==> config.mk <==
export PLATFORM = sky130hd
export DESIGN_NAME = uart_rx_core
export DESIGN_NICKNAME = d
export VERILOG_FILES = /design/src/rtl/uart_pkg.sv /design/src/rtl/uart_bit_sampler.sv /design/src/rtl/uart_rx_core.sv
export SDC_FILE = /design/constraint.sdc
export NUM_CORES = 1
export LEC_CHECK = 0
export ABC_AREA = 1
export CORE_ASPECT_RATIO = 0.7
export CORE_MARGIN = 2
export CORE_UTILIZATION = 50
export CTS_CLUSTER_DIAMETER = 150
export DETAILED_ROUTE_END_ITERATION = 8
export HOLD_SLACK_MARGIN = 0.03
export PLACE_DENSITY_LB_ADDON = 0.1
export SLEW_MARGIN = 20
export SYNTH_ARGS = -nofsm -noshare
export SYNTH_HDL_FRONTEND = slang
export SYNTH_HIERARCHICAL = 1
export SYNTH_SLANG_ARGS = --single-unit
==> constraint.sdc <==
create_clock -name clk -period 2.3 [get_ports clk]
set_input_delay 0.575 -clock clk [delete_from_list [all_inputs] [get_ports clk]]
set_output_delay 0.575 -clock clk [all_outputs]
set_load 0.01 [all_outputs]
==> src/rtl/uart_pkg.sv <==
// Shared UART definitions: FSM state encoding, parity modes, default clock/baud,
// and the receive flag payload. Imported by the receiver and the tx successor.
package uart_pkg;

  localparam int unsigned SYS_CLK_HZ  = 27_000_000;
  localparam int unsigned BAUD        = 3_000_000;

  localparam int unsigned PARITY_NONE = 0;
  localparam int unsigned PARITY_ODD  = 1;
  localparam int unsigned PARITY_EVEN = 2;

  typedef enum logic [2:0] {
    ST_IDLE   = 3'd0,
    ST_START  = 3'd1,
    ST_DATA   = 3'd2,
    ST_PARITY = 3'd3,
    ST_STOP   = 3'd4
  } uart_state_e;

  // Flags that qualify rx_valid, held alongside rx_data.
  typedef struct packed {
    logic parity_err;
    logic frame_err;
    logic break_det;
  } rx_flags_t;

endpackage

==> src/rtl/uart_bit_sampler.sv <==
// Bit-phase counter and 3-sample majority voter for the UART receiver.
// Ports:
//   clk, rst_n : clock, async active-low reset
//   rx_s       : serial input as seen by the receiver
//   run        : receiver is inside a frame (phase advances)
//   clear      : start edge seen, restart phase at 0
//   mid_c      : strobe on the last of the three mid-bit samples
//   end_c      : strobe on the final cycle of the bit
//   bit_c      : majority value, valid with mid_c
module uart_bit_sampler #(
  parameter int unsigned CLKS_PER_BIT = 9
) (
  input  logic clk,
  input  logic rst_n,
  input  logic rx_s,
  input  logic run,
  input  logic clear,
  output logic mid_c,
  output logic end_c,
  output logic bit_c
);

  localparam int unsigned PH_W = $clog2(CLKS_PER_BIT);
  localparam int unsigned MID  = CLKS_PER_BIT / 2;

  logic [PH_W-1:0] phase_q, phase_d;
  logic [1:0]      ones_q, ones_d;
  logic [1:0]      votes_c;

  // Votes so far including the current sample; max 3 fits in 2 bits.
  assign votes_c = ones_q + {1'b0, rx_s};

  always_comb begin
    phase_d = phase_q;
    ones_d  = ones_q;
    if (clear) begin
      phase_d = '0;
      ones_d  = '0;
    end else if (run) begin
      phase_d = (phase_q == PH_W'(CLKS_PER_BIT - 1)) ? '0 : phase_q + PH_W'(1);
      if (phase_q == PH_W'(MID - 1)) begin
        ones_d = {1'b0, rx_s};
      end else if (phase_q == PH_W'(MID)) begin
        ones_d = votes_c;
      end
    end
  end

  always_ff @(posedge clk or negedge rst_n) begin
    if (!rst_n) begin
      phase_q <= '0;
      ones_q  <= '0;
    end else begin
      phase_q <= phase_d;
      ones_q  <= ones_d;
    end
  end

  assign mid_c = run && (phase_q == PH_W'(MID + 1));
  assign end_c = run && (phase_q == PH_W'(CLKS_PER_BIT - 1));
  // At least two of three samples high.
  assign bit_c = votes_c[1];

endmodule

==> src/rtl/uart_rx_core.sv <==
// Parametrised UART receiver: start/data/parity/stop framing with 3-sample
// majority vote, parity/framing/break flags and an idle-gap timeout pulse.
// Ports:
//   clk, rst_n    : clock, async active-low reset
//   rx            : serial input, idle high
//   rx_data       : last received word, held until next rx_valid
//   rx_valid      : 1-cycle pulse, frame complete
//   parity_err    : parity mismatch (qualifies rx_valid)
//   frame_err     : a stop bit sampled low (qualifies rx_valid)
//   break_det     : every data/parity/stop bit low (qualifies rx_valid)
//   rx_busy       : high from start edge until return to IDLE
//   idle_timeout  : 1-cycle pulse once per idle gap after a frame
// Build option: UART_RX_SYNC_EN inserts a 2-flop synchronizer on rx.
module uart_rx_core
  import uart_pkg::*;
#(
  parameter int unsigned CLKS_PER_BIT = SYS_CLK_HZ / BAUD,
  parameter int unsigned DATA_BITS    = 8,
  parameter int unsigned PARITY       = PARITY_NONE,
  parameter int unsigned STOP_BITS    = 1,
  parameter int unsigned IDLE_BITS    = 2
) (
  input  logic                 clk,
  input  logic                 rst_n,
  input  logic                 rx,
  output logic [DATA_BITS-1:0] rx_data,
  output logic                 rx_valid,
  output logic                 parity_err,
  output logic                 frame_err,
  output logic                 break_det,
  output logic                 rx_busy,
  output logic                 idle_timeout
);

  localparam int unsigned IDX_W      = $clog2(DATA_BITS + 3);
  localparam int unsigned IDLE_LIMIT = IDLE_BITS * CLKS_PER_BIT;
  localparam int unsigned IDLE_W     = $clog2(IDLE_LIMIT + 1);
  localparam logic        PAR_EN     = (PARITY != PARITY_NONE);
  localparam logic        PAR_ODD    = (PARITY == PARITY_ODD);

  logic rx_s;

`ifdef UART_RX_SYNC_EN
  // Two-flop synchronizer, reset high so reset release is not a start edge.
  logic [1:0] sync_q, sync_d;
  always_comb sync_d = {sync_q[0], rx};
  always_ff @(posedge clk or negedge rst_n) begin
    if (!rst_n) sync_q <= 2'b11;
    else        sync_q <= sync_d;
  end
  assign rx_s = sync_q[1];
`else
  assign rx_s = rx;
`endif

  uart_state_e          state_q, state_d;
  logic [IDX_W-1:0]     bit_idx_q, bit_idx_d;
  logic [DATA_BITS-1:0] shift_q, shift_d;
  logic                 par_q, par_d;
  logic                 ferr_q, ferr_d;
  logic                 high_q, high_d;
  logic                 armed_q, armed_d;
  logic                 rx_prev_q, rx_prev_d;
  logic [IDLE_W-1:0]    idle_cnt_q, idle_cnt_d;
  logic                 idle_en_q, idle_en_d;
  logic [DATA_BITS-1:0] rx_data_q, rx_data_d;
  logic                 rx_valid_q, rx_valid_d;
  rx_flags_t            flags_q, flags_d;
  logic                 rx_busy_q, rx_busy_d;
  logic                 idle_timeout_q, idle_timeout_d;

  logic run_c, start_c, mid_c, end_c, bit_c;
  logic stop_ferr_c, stop_high_c, par_err_c;

  assign run_c = (state_q != ST_IDLE);

  uart_bit_sampler #(.CLKS_PER_BIT(CLKS_PER_BIT)) u_sampler (
    .clk   (clk),
    .rst_n (rst_n),
    .rx_s  (rx_s),
    .run   (run_c),
    .clear (start_c),
    .mid_c (mid_c),
    .end_c (end_c),
    .bit_c (bit_c)
  );

  // Error/break accumulation including the stop bit currently being voted.
  assign stop_ferr_c = ferr_q | ~bit_c;
  assign stop_high_c = high_q | bit_c;
  assign par_err_c   = PAR_EN && ((^shift_q ^ par_q) != PAR_ODD);

  // Next-state and output logic.
  always_comb begin
    state_d        = state_q;
    bit_idx_d      = bit_idx_q;
    shift_d        = shift_q;
    par_d          = par_q;
    ferr_d         = ferr_q;
    high_d         = high_q;
    armed_d        = armed_q;
    rx_prev_d      = rx_s;
    idle_cnt_d     = idle_cnt_q;
    idle_en_d      = idle_en_q;
    rx_data_d      = rx_data_q;
    rx_valid_d     = 1'b0;
    flags_d        = flags_q;
    idle_timeout_d = 1'b0;
    start_c        = 1'b0;

    case (state_q)
      ST_IDLE: begin
        // After a break the line must go high before a new start is accepted.
        if (rx_s) armed_d = 1'b1;
        if (armed_q && rx_prev_q && !rx_s) begin
          start_c    = 1'b1;
          state_d    = ST_START;
          bit_idx_d  = '0;
          ferr_d     = 1'b0;
          high_d     = 1'b0;
          idle_cnt_d = '0;
        end else if (idle_en_q && rx_s) begin
          idle_cnt_d = idle_cnt_q + IDLE_W'(1);
          if (idle_cnt_d == IDLE_W'(IDLE_LIMIT)) begin
            idle_timeout_d = 1'b1;
            idle_en_d      = 1'b0;
          end
        end
      end

      ST_START: begin
        if (mid_c && bit_c) begin
          state_d = ST_IDLE;
        end else if (end_c) begin
          state_d   = ST_DATA;
          bit_idx_d = '0;
        end
      end

      ST_DATA: begin
        if (mid_c) begin
          shift_d = {bit_c, shift_q[DATA_BITS-1:1]};
          high_d  = high_q | bit_c;
        end
        if (end_c) begin
          if (bit_idx_q == IDX_W'(DATA_BITS - 1)) begin
            state_d   = PAR_EN ? ST_PARITY : ST_STOP;
            bit_idx_d = '0;
          end else begin
            bit_idx_d = bit_idx_q + IDX_W'(1);
          end
        end
      end

      ST_PARITY: begin
        if (mid_c) begin
          par_d  = bit_c;
          high_d = high_q | bit_c;
        end
        if (end_c) begin
          state_d   = ST_STOP;
          bit_idx_d = '0;
        end
      end

      ST_STOP: begin
        if (mid_c) begin
          if (bit_idx_q == IDX_W'(STOP_BITS - 1)) begin
            // Leave half a bit early so the next start edge is caught.
            state_d            = ST_IDLE;
            rx_valid_d         = 1'b1;
            rx_data_d          = shift_q;
            flags_d.parity_err = par_err_c;
            flags_d.frame_err  = stop_ferr_c;
            flags_d.break_det  = ~stop_high_c;
            idle_en_d          = 1'b1;
            idle_cnt_d         = '0;
            if (!stop_high_c) armed_d = 1'b0;
          end else begin
            ferr_d = stop_ferr_c;
            high_d = stop_high_c;
          end
        end else if (end_c) begin
          bit_idx_d = bit_idx_q + IDX_W'(1);
        end
      end

      default: state_d = ST_IDLE;
    endcase

    rx_busy_d = (state_d != ST_IDLE);
  end

  // State and output registers.
  always_ff @(posedge clk or negedge rst_n) begin
    if (!rst_n) begin
      state_q        <= ST_IDLE;
      bit_idx_q      <= '0;
      shift_q        <= '0;
      par_q          <= 1'b0;
      ferr_q         <= 1'b0;
      high_q         <= 1'b0;
      armed_q        <= 1'b1;
      rx_prev_q      <= 1'b1;
      idle_cnt_q     <= '0;
      idle_en_q      <= 1'b0;
      rx_data_q      <= '0;
      rx_valid_q     <= 1'b0;
      flags_q        <= '0;
      rx_busy_q      <= 1'b0;
      idle_timeout_q <= 1'b0;
    end else begin
      state_q        <= state_d;
      bit_idx_q      <= bit_idx_d;
      shift_q        <= shift_d;
      par_q          <= par_d;
      ferr_q         <= ferr_d;
      high_q         <= high_d;
      armed_q        <= armed_d;
      rx_prev_q      <= rx_prev_d;
      idle_cnt_q     <= idle_cnt_d;
      idle_en_q      <= idle_en_d;
      rx_data_q      <= rx_data_d;
      rx_valid_q     <= rx_valid_d;
      flags_q        <= flags_d;
      rx_busy_q      <= rx_busy_d;
      idle_timeout_q <= idle_timeout_d;
    end
  end

  assign rx_data      = rx_data_q;
  assign rx_valid     = rx_valid_q;
  assign parity_err   = flags_q.parity_err;
  assign frame_err    = flags_q.frame_err;
  assign break_det    = flags_q.break_det;
  assign rx_busy      = rx_busy_q;
  assign idle_timeout = idle_timeout_q;

endmodule

==> metrics.yaml <==
finish:
  mostFrequentLayoutCell: "nand2_1"
  finalNonFillerCells: 375
  layout_common_cells: "nand2_1, dfrtp_1, inv_1"
  syn_to_final_growth_pct: 14.7
  num_antenna_cells: 0
  postLayoutCoreUtil: 0.605
  layout-drive-gt1-share: 0.119
  fin_nets: 330
logic_synthesis:
  syn_nets: 306
  synth.distinct_cells: 32
  synth_seq_cells: 44
  netlist_area_um2: 2320
  synth_cells: 295
  syn_avg_cell_area_um2: 7.87
  yosysSeqAreaShare: 0.475
  ys.warnings.count: 6
global_routing:
  overflow: 0
  grt_usage: 0.191
  grt_start_max_net_pins: 45
  grt_pass1_wl_um: 7490
  grt_pass1_vias: 1614
  antenna_found_initial: 0
timing:
  hold_viol: 0
  rsz0062_at_grt: "false"
  drv_slew: 0
  min_period_over_period: 0.822
  finalCriticalPeriod_ns: 1.89
  fmaxAchievable_mhz: 529
  fin_ws_ns: 0.408
  setup_viol: 0
  tightest_slew_ns: 0.549
  tns_ns: 0
  max-slew-margin-rel: 0.634
  clock_skew_ns: 0.00916
power:
  max-vdd-ir-drop_v: 0.000522
  powerDensity_nw_per_um2: 984
  power_mw: 2.62
  p_leak_nw: 1.43
clocking:
  clk_latency_ns: 0.31
  clkTransAtPathRegs_ns: 0.09
  cts_buffers: 5
  ctsResizeCount: 0
  cts_tree: "yes"
  root_buffer: "clkbuf_8"
  clockBufferDepth: 2
  clock_sinks: 44
  post_cts_buffers: 0
  hold_buffers: 0
  ctsHtreeMaxLevel: 2
setup_path:
  cp_slowest_cell: "clkdlybuf4s50_1"
  cp_top_family: "simple AND/OR/NAND/NOR gates"
  endpoint_kind: "register"
  slowest_delay_ns: 0.42
  critPathKind: "input port to register"
  crit_required_ns: 2.49
  cp-startpoint: "rx"
  cp.arrival_ns: 2.08
  crit_chain: "clkdlybuf4s50_1 > ha_1 > xor2_1 > nand2_1 > nor2_1 > nor2_1 > nand3_1 > nand2_1 > o21ai_0"
  critPathMaxFanout: 7
  r2r_start: "u_sampler/phase_q[0]"
  cp_num_buf_inv: 1
  start_kind: "input port"
detailed_routing:
  firstDrtPassIters: 4
  wl_um: 4470
  vias: 1860
  drc: 0
  vias_per_cell: 4.96
  routedWlPerCell_um: 11.9
  detail_route.iter0.violations: 126
  ant_nets: 0
floorplan:
  coreArea_um2: 4400
  rows: 20
  die_area_um2: 5210
  fp.dieH_um: 61.0
  start_util: 0.527
  chipWidth_um: 85.4
  io_pins: 17
place:
  dp_cells: 367
  io_buffers: 15
  dp_hpwl_um: 3220
  place_congestion: 0.821
  pre_cts_ws_ns: 0.0933
job:
  cap_violations: 0
worst_hold_path:
  min_path_type: "input port to async pin"
status:
  status: "complete, no violations"
==> Yosys cell counts (all sizes together) <==
master  count  area share
xnor2       1      0.0038
o22ai       1      0.0027
nand3      22       0.050
a21oi       7       0.015
or2         2      0.0054
nand3b      1      0.0032
inv        42       0.069
a31oi       2      0.0054
nand2     102        0.17
dfstp       2       0.023
o211ai      1      0.0032
a22oi       1      0.0032
nor2       29       0.060
ha          8       0.043
xor2        3       0.011
nand4       3      0.0081
dfrtp      42        0.45
conb        1      0.0016
o21ai      21       0.052
nor4        1      0.0027
buf         3       0.011
==> area by class of cell <==
class | count | area (um^2)
flip-flops and latches | 44 | 1100
multi-input cells | 206 | 1030
clock inverters | 3 | 47.5
repair buffers | 20 | 183
inverters | 42 | 160
well taps | 55 | 68.8
fillers | 391 | 1740
clock buffers | 5 | 68.8
==> routing by layer <==
layer | wire length (um) | up-vias | GRT usage
met5 | 0 | - | 0
met4 | 81 | 0 | 0.0816
met3 | 238 | 7 | 0.0490
met2 | 1750 | 43 | 0.270
met1 | 2400 | 838 | 0.280
li1 | - | 972 | -
==> registers in the layout (all words and copies together), names as in the netlist, 2 cells and up <==
register and count:
shift_q 8, u_sampler/ones_q 2, idle_cnt_q 5, state_q 3, bit_idx_q 4, u_sampler/phase_q 4, rx_data 8
==> power breakdown <==
part / leakage (nW) / internal [mW] / switching [mW] / total, mW
Clock: 0.0583 / 0.327 / 0.291 / 0.619
Sequential: 0.552 / 0.960 / 0.166 / 1.13
Combinational: 0.815 / 0.324 / 0.552 / 0.876
Total: 1.43 / 1.61 / 1.01 / 2.62
==> cells by family (layout without fill, tap and decap cells) <==
| family | after synthesis | in the layout | synth area share |
|---|---|---|---|
| AOI/OAI and AO/OA | 33 | 33 | 0.0814 |
| DFF | 44 | 44 | 0.475 |
| and+or+nand+nor | 160 | 160 | 0.303 |
| xor gates and xnor gates | 4 | 4 | 0.0151 |
| buffers and inverters | 45 | 70 | 0.0803 |
| adders and majority gates | 8 | 8 | 0.0431 |
| other | 1 | 1 | 0.00162 |
==> worst paths after layout <==
check                                             to  slack, ns  cells past startpoint
max in group asynchronous                    armed_q       1.59                      2
worst min register to register            rx_data[7]       0.48                      2
worst min-delay path            u_sampler/phase_q[0]       0.33                      2
worst max register to register          bit_idx_q[0]       0.42                     11
min in group clk                          rx_data[7]       0.48                      2
worst max-delay path                    bit_idx_q[0]       0.41                      9
==> stage by stage <==
| step | cell area (um^2) | hold slack (ns) |
|---|---|---|
| 5_1_grt | 2660 | 0.373 |
| 6_report | 2660 | 0.330 |
| 3_3_place_gp | 2550 | 0.455 |
| 3_5_place_dp | 2550 | 0.466 |
| 4_1_cts | 2660 | 0.344 |
| 2_1_floorplan | 2320 | 0.279 |
No activity file was read; power rests on OpenSTA's default activity.
